==> config.mk <==
export PLATFORM = sky130hd
export DESIGN_NAME = feedback_loop_decimator
export DESIGN_NICKNAME = d
export VERILOG_FILES = /design/src/rtl/feedback_loop_decimator.sv
export SDC_FILE = /design/constraint.sdc
export NUM_CORES = 1
export LEC_CHECK = 0
export CAP_MARGIN = 20
export CORE_MARGIN = 10
export CORE_UTILIZATION = 57
export DETAILED_ROUTE_END_ITERATION = 12
export PLACE_DENSITY = 0.87
export SLEW_MARGIN = 20
export SYNTH_ARGS = -nofsm -noshare
export SYNTH_HDL_FRONTEND = slang
export SYNTH_SLANG_ARGS = --single-unit
==> constraint.sdc <==
create_clock -name system1000 -period 3.55 [get_ports system1000]
set_clock_uncertainty 0.2 [all_clocks]
set_input_delay 0.5325 -clock system1000 [delete_from_list [all_inputs] [get_ports system1000]]
set_output_delay 0.5325 -clock system1000 [all_outputs]
set_load 0.05 [all_outputs]
==> src/rtl/feedback_loop_decimator.sv <==
// feedback_loop_decimator
// Collects 2^DECIM_LOG2 accepted signed samples into a block, computes the
// floor-rounded block mean and queues it in a small FIFO with a valid/ready
// output. Upstream cannot stall: a result that finds the FIFO full (with no
// pop at the same edge) is discarded and recorded in a sticky overflow flag.
module feedback_loop_decimator #(
    parameter int DATA_W     = 8,
    parameter int DECIM_LOG2 = 2,
    parameter int FIFO_DEPTH = 4
) (
    input  logic                          system1000,
    input  logic                          system1000_rstn,
    input  logic                          clr_i,
    input  logic                          in_valid_i,
    input  logic signed [DATA_W-1:0]      in_data_i,
    input  logic                          out_ready_i,
    output logic                          out_valid_o,
    output logic signed [DATA_W-1:0]      out_data_o,
    output logic [$clog2(FIFO_DEPTH):0]   level_o,
    output logic                          overflow_o
);

    // Accumulator is wide enough to hold a full block sum without overflow.
    localparam int ACC_W = DATA_W + DECIM_LOG2;
    localparam int PTR_W = $clog2(FIFO_DEPTH);
    localparam int LVL_W = PTR_W + 1;

    localparam logic [DECIM_LOG2-1:0] CNT_MAX  = '1;
    localparam logic [DECIM_LOG2-1:0] CNT_ONE  = DECIM_LOG2'(1);
    localparam logic [PTR_W-1:0]      PTR_ONE  = PTR_W'(1);
    localparam logic [LVL_W-1:0]      LVL_ONE  = LVL_W'(1);
    localparam logic [LVL_W-1:0]      LVL_FULL = LVL_W'(FIFO_DEPTH);

    // ------------------------------------------------------------------
    // Block accumulator signals
    // ------------------------------------------------------------------
    logic [DECIM_LOG2-1:0]   cnt_q, cnt_d;
    logic signed [ACC_W-1:0] acc_q, acc_d;
    logic signed [ACC_W-1:0] in_ext;
    logic signed [ACC_W-1:0] sum;
    logic signed [DATA_W-1:0] result;
    logic                    block_done;

    // ------------------------------------------------------------------
    // Output FIFO signals
    // ------------------------------------------------------------------
    logic signed [DATA_W-1:0] mem_q [FIFO_DEPTH];
    logic [PTR_W-1:0]         wr_ptr_q, wr_ptr_d;
    logic [PTR_W-1:0]         rd_ptr_q, rd_ptr_d;
    logic [LVL_W-1:0]         level_q,  level_d;
    logic                     overflow_q, overflow_d;
    logic                     fifo_empty;
    logic                     fifo_full;
    logic                     pop;
    logic                     push;
    logic                     drop;

    // Block accumulation: running sum, sample count and the block result.
    always_comb begin
        // NOTE: every always_comb output gets a default first so no path can infer a latch.
        cnt_d      = cnt_q;
        acc_d      = acc_q;
        in_ext     = {{DECIM_LOG2{in_data_i[DATA_W-1]}}, in_data_i};
        sum        = acc_q + in_ext;
        // Dropping the low DECIM_LOG2 bits of the signed sum is an arithmetic
        // shift right, i.e. floor division by the block size. The mean of
        // DATA_W-bit samples always fits back into DATA_W bits.
        result     = sum[ACC_W-1:DECIM_LOG2];
        block_done = in_valid_i && !clr_i && (cnt_q == CNT_MAX);

        if (clr_i) begin
            cnt_d = '0;
            acc_d = '0;
        end else if (in_valid_i) begin
            if (cnt_q == CNT_MAX) begin
                cnt_d = '0;
                acc_d = '0;
            end else begin
                cnt_d = cnt_q + CNT_ONE;
                acc_d = sum;
            end
        end
    end

    // FIFO control: push/pop decisions, pointer and level updates, overflow.
    always_comb begin
        fifo_empty = (level_q == '0);
        fifo_full  = (level_q == LVL_FULL);
        // A full FIFO still accepts a push when the head leaves at the same edge.
        pop        = !clr_i && !fifo_empty && out_ready_i;
        push       = block_done && (!fifo_full || pop);
        drop       = block_done && fifo_full && !pop;

        wr_ptr_d   = wr_ptr_q;
        rd_ptr_d   = rd_ptr_q;
        level_d    = level_q;
        overflow_d = overflow_q || drop;

        if (clr_i) begin
            wr_ptr_d   = '0;
            rd_ptr_d   = '0;
            level_d    = '0;
            overflow_d = 1'b0;
        end else begin
            if (push) begin
                wr_ptr_d = wr_ptr_q + PTR_ONE;
            end
            if (pop) begin
                rd_ptr_d = rd_ptr_q + PTR_ONE;
            end
            case ({push, pop})
                2'b10:   level_d = level_q + LVL_ONE;
                2'b01:   level_d = level_q - LVL_ONE;
                default: level_d = level_q;
            endcase
        end
    end

    // Control state registers with asynchronous reset.
    always_ff @(posedge system1000 or negedge system1000_rstn) begin
        if (!system1000_rstn) begin
            cnt_q      <= '0;
            acc_q      <= '0;
            wr_ptr_q   <= '0;
            rd_ptr_q   <= '0;
            level_q    <= '0;
            overflow_q <= 1'b0;
        end else begin
            // NOTE: sequential state uses non-blocking assignments so every flop samples pre-edge values.
            cnt_q      <= cnt_d;
            acc_q      <= acc_d;
            wr_ptr_q   <= wr_ptr_d;
            rd_ptr_q   <= rd_ptr_d;
            level_q    <= level_d;
            overflow_q <= overflow_d;
        end
    end

    // FIFO storage write port.
    // NOTE: the storage array has no reset; entries are only read while level_q says they are valid.
    always_ff @(posedge system1000) begin
        if (push) begin
            mem_q[wr_ptr_q] <= result;
        end
    end

    // Outputs are driven purely from registered state; no path from in_* to out_*.
    always_comb begin
        out_valid_o = !fifo_empty;
        out_data_o  = fifo_empty ? '0 : mem_q[rd_ptr_q];
        level_o     = level_q;
        overflow_o  = overflow_q;
    end

endmodule

Yosys cells after proc, flatten, opt, wreduce, memory -nomap -nowiden

Memories as Yosys holds them, arrays and structs flattened.
Cells that the tools add are included.

Input bits: 13
RAM bits: 32
Logic and storage cells: 51
Flip-flop bits (word level): 20
Memories: 1
Output and inout bits: 13

$add $sub $neg: 6
Equal/unequal tests: 4
Reductions and logical operators: 18
Multiplexer cells: 16

Memories:

| memory | depth | bits a word | rd ports | clocked after memory_dff | write ports | line | source |
|---|---|---|---|---|---|---|---|
| mem_q  | 4     | 8           | 1        | 0                        | 1           | 47   | `logic signed [DATA_W-1:0] mem_q [FIFO_DEPTH];` |

Operator list:

| kind                | number |
|---|---|
| $mux 10             | 3 |
| $mux 2              | 7 |
| $add 10x8->10       | 1 |
| $mux 8              | 1 |
| $logic_and 1x1->1   | 7 |
| $add 2x1->2 const B | 3 |
| $pmux 3 s2          | 1 |
| $reduce_bool 2->1   | 3 |
| $eq 2x2->1 const B  | 2 |
| $logic_not 1->1     | 4 |
| $add 3x1->3 const B | 1 |
| $eq 3x3->1 const B  | 1 |
| $logic_not 3->1     | 1 |
| $mux 1              | 3 |
| $mux 3              | 1 |
| $reduce_bool 3->1   | 1 |
| $sub 3x1->3 const B | 1 |
| $eq 2x1->1 const B  | 1 |
| $logic_or 1x1->1    | 2 |

Depth between registers and ports, before layout

Depth in word-level cells: 9
Gate-level depth with buffers: 9
Mapped depth without buffers: 8

Least setup slack after synthesis

Ideal clock, no wire load.

Path type: register to register
From: reg level_q[1] (netlist: level_o[1])
To: reg level_q[2] (netlist: level_o[2])
Arrival: 2.926 ns
Required time: 3.219 ns
Period minus slack after synthesis: 3.257 ns
Setup time: 0.131 ns
Slack: 0.293 ns
Path buffers: 2
Stages on the path, launching flop included: 9
Path through: dfrtp_1 > clkbuf_1 > or3_1 > clkbuf_1 > nand4b_1 > fa_1 > or3_1 > a311oi_1 > nor2_1

Longest elaborated chain between the ends: 9
Elaborated cells between the ends (all ways): 15
Those cells by class: 2 x add/sub; 3 x eq/ne; 2 x mux; 8 x reduce/logical

RTL lines:

| element                                         | line | source |
|---|---|---|
| start: declaration                              | 50   | `logic [LVL_W-1:0] level_q, level_d;` |
| start signal: assignment                        | 134  | `level_q <= level_d;` |
| $logic_not 3->1 *                               | 87   | `fifo_empty = (level_q == '0);` |
| $logic_not 1->1 *                               | -    |  |
| net out_valid_o                                 | 17   | `output logic out_valid_o,` |
| $logic_and 1x1->1 * (2 in a row)                | 90   | `pop = !clr_i && !fifo_empty && out_ready_i;` |
| $logic_or 1x1->1                                | 91   | `push = block_done && (!fifo_full \|\| pop);` |
| $logic_and 1x1->1                               | 91   |  |
| $eq 2x1->1 / $eq 2x2->1 (equally long branches) | 111  | `case ({push, pop})` |
| $pmux 3 s2                                      | 111  |  |
| $mux 3                                          | 99   | `if (clr_i) begin` |

Mark *: on every way through the listed nets, which the timed path passes. The rest lies on a longest branch.
A chain may end at the register's enable or synchronous reset.

Final worst setup path

From: reg rd_ptr_q[0]
To: out out_data_o[0]

Longest elaborated chain between the ends: 2

RTL lines:

| element                  | line | source |
|---|---|---|
| start: declaration       | 49   | `logic [PTR_W-1:0] rd_ptr_q, rd_ptr_d;` |
| start signal: assignment | 133  | `rd_ptr_q <= rd_ptr_d;` |
| $mem_v2 4x8              | -    |  |
| $mux 8                   | 150  | `out_data_o = fifo_empty ? '0 : mem_q[rd_ptr_q];` |
| end: declaration         | 18   | `output logic signed [DATA_W-1:0] out_data_o,` |

No other way between the ends.

==> flow_metrics.tcl <==
set metrics [dict create \
    seq_area_frac_synth_pct 53.3 \
    drt_pass1_iterations 6 \
    avgSynthCellArea_sq_um 12.4 \
    cts_setup_buffers 0 \
    finalCritPeriodShare_pct 89.4 \
    synth_cells 221 \
    die_x_microns 89.4 \
    num_rows 25 \
    layout.nets 276 \
    ys_async_sr_fraction_pct 38.5 \
    syn_area_sq_um 2740 \
    cts_tree "done" \
    setup_tns_ns 0 \
    fin_ws_ns 0.375 \
    globalplace.congestion 0.835 \
    ir_worst_vdd_mv 0.261 \
    clk_latency_ns 0.30 \
    postCtsHoldBufs 0 \
    p_per_area_nw_per_um2 425 \
    crit_arrival_ns 2.44 \
    ios 26 \
    nFillCells 336 \
    cts-root-buf "clkbuf_8" \
    cp-end-kind "primary output" \
    crit_family "flip-flops" \
    wl_per_cell_microns 17.3 \
    cts.sinks 52 \
    wl_microns 5210 \
    drt-initial-drc-count 122 \
    via_per_inst 6.07 \
    synth_warnings 0 \
    rsz0062_at_grt "no" \
    cts.repair.resized 0 \
    cts_buffers 5 \
    grt_use_total_pct 13.9 \
    maxSlewViolCount 0 \
    cts.clk_slew.worst_paths_ns 0.09 \
    max_slew_margin_pct 36.8 \
    synth_enable_flop_cells 32 \
    port_buffers 25 \
    clockBufferDepth 2 \
    syn2layout_area_growth_pct 15.1 \
    finalCriticalPeriod_ns 3.17 \
    synth_ff_type "edfxtp_1" \
    ys_ff_latch 52 \
    grt_max_degree 21 \
    setup_viol_count_final 0 \
    outcome "complete, no violations" \
    clock.fmax_ghz 0.315 \
    syn_nets 250 \
    cp-start-kind "flop" \
    dieArea_sq_um 7980 \
    worst-path-buf-inv 1 \
    hold_path_class "reg2reg" \
    pre_cts_slack_ns 0.519 \
    gr-total-overflow 0 \
    worst-setup-path-type "reg2out" \
    holdWs_ns 0.302 \
    grt_pass1_wl_microns 8540 \
    place_hpwl_microns 3840 \
    crit_fanout 10 \
    path_cells "mux4_2 > and2_1 > clkdlybuf4s50_1" \
    cp_slowest_cell "dfrtp_1" \
    initial_core_util_pct 58.4 \
    final_hold_viol_count 0 \
    p_total_mw 1.34 \
    drc_errors 0 \
    worst_ep_required_time_ns 2.82 \
    antenna-diode-count 0 \
    coreArea_sq_um 4690 \
    synth_cell_types 47 \
    layout-drive-gt1-share_pct 9.68 \
    vias 1834 \
    cellLeakagePower_nw 1.17 \
    ant_nets 0 \
    fp.dieH_microns 89.4 \
    h-tree-depth 2 \
    worst_pin_slew_ns 0.945 \
    slowest_delay_ns 0.71 \
    antenna_found_initial 0 \
    grt_pass1_vias 1798 \
    maxCapViolCount 0 \
]
==> cell families after synthesis <==
logic type	Yosys count	synth area share, %
mux	10	7.35
simple gates	64	12.7
flops	52	53.3
fa+ha+maj	16	7.85
compound gates	49	12.9
buf+inv	21	3.01
xor+xnor	9	2.88
==> cells in the mapped netlist (all sizes together) (6+ instances only) <==
cell type | count | area [sq um]
nand2 | 10 | 37.5
ha | 14 | 175
mux4 | 8 | 180
inv | 12 | 45.0
edfxtp | 32 | 961
o21ai | 10 | 50.0
dfrtp | 20 | 500
and2 | 13 | 81.3
nor2 | 14 | 52.6
a22o | 6 | 52.6
a21oi | 8 | 43.8
clkbuf | 6 | 23.8
nand3 | 6 | 30.0
==> report_power, final <==
| group | internal, mW | switching (mW) |
|---|---|---|
| Sequential | 0.695 | 0.0128 |
| Combinational | 0.0931 | 0.143 |
| Clock | 0.209 | 0.189 |
| Total | 0.996 | 0.345 |
==> placed cells by master (no fill, tap or decap), types with 2 or more instances in the layout <==
master,count
xnor2_1,4
dfrtp_1,20
nor2_1,14
mux4_2,8
ha_1,14
nor4_1,2
nand2_1,10
o21ai_0,9
a22o_1,6
o31ai_1,3
nand3_1,6
buf_4,3
a21oi_1,7
a2111o_1,2
nand4b_1,2
fa_1,2
a211oi_1,4
edfxtp_1,32
and2_1,13
inv_1,12
or3_1,2
nor3b_1,5
clkbuf_8,5
a31oi_1,4
clkdlybuf4s50_1,25
nor3_1,4
o211ai_1,4
xor2_1,5
==> worst paths after layout <==
check | start | endpoint | slack (ns) | depth (start not counted)
min in group asynchronous | system1000_rstn | level_o[2] | 0.55 | 1
max in group asynchronous | system1000_rstn | acc_q[3] | 2.02 | 1
worst min-delay path | cnt_q[0] | cnt_q[0] | 0.30 | 1
worst max register to register | level_o[1] | level_o[2] | 1.04 | 6
worst max-delay path | rd_ptr_q[0] | out_data_o[0] | 0.38 | 3
worst min register to register | cnt_q[0] | cnt_q[0] | 0.30 | 1
==> through the flow <==
step	std cells	util, %	area [sq um]
after floorplan	221	-	2740
after global placement	294	64.9	3040
after detailed placement	294	64.9	3040
after CTS	302	67.3	3160
after global routing	302	67.3	3160
final	302	67.3	3160
==> state kept, by name, summed over array words and instances (netlist names) <==
signal	cells
mem_q	32
acc_q	10
level_o	3
cnt_q	2
rd_ptr_q	2
wr_ptr_q	2
overflow_o	1
==> cell type report <==
cell class	count	area [sq um]	area share [%]
Clock buffer	5	68.8	2.18
Sequential cell	52	1460	46.3
Tap cell	54	67.6	2.14
Multi-Input combinational cell	148	1200	37.9
Clock inverter	3	42.5	1.35
Timing Repair Buffer	28	273	8.64
Inverter	12	45.0	1.43
==> per-layer routing <==
metal,wire [microns],vias up,part of all wire (%),GRT usage [%]
met5,0,-,0,0
met1,2280,905,44,17.3
li1,-,883,-,-
met3,253,8,4.9,3.56
met4,75,0,1.4,4.05
met2,2600,38,50,23.2
No activity file was read; power rests on OpenSTA's default activity.
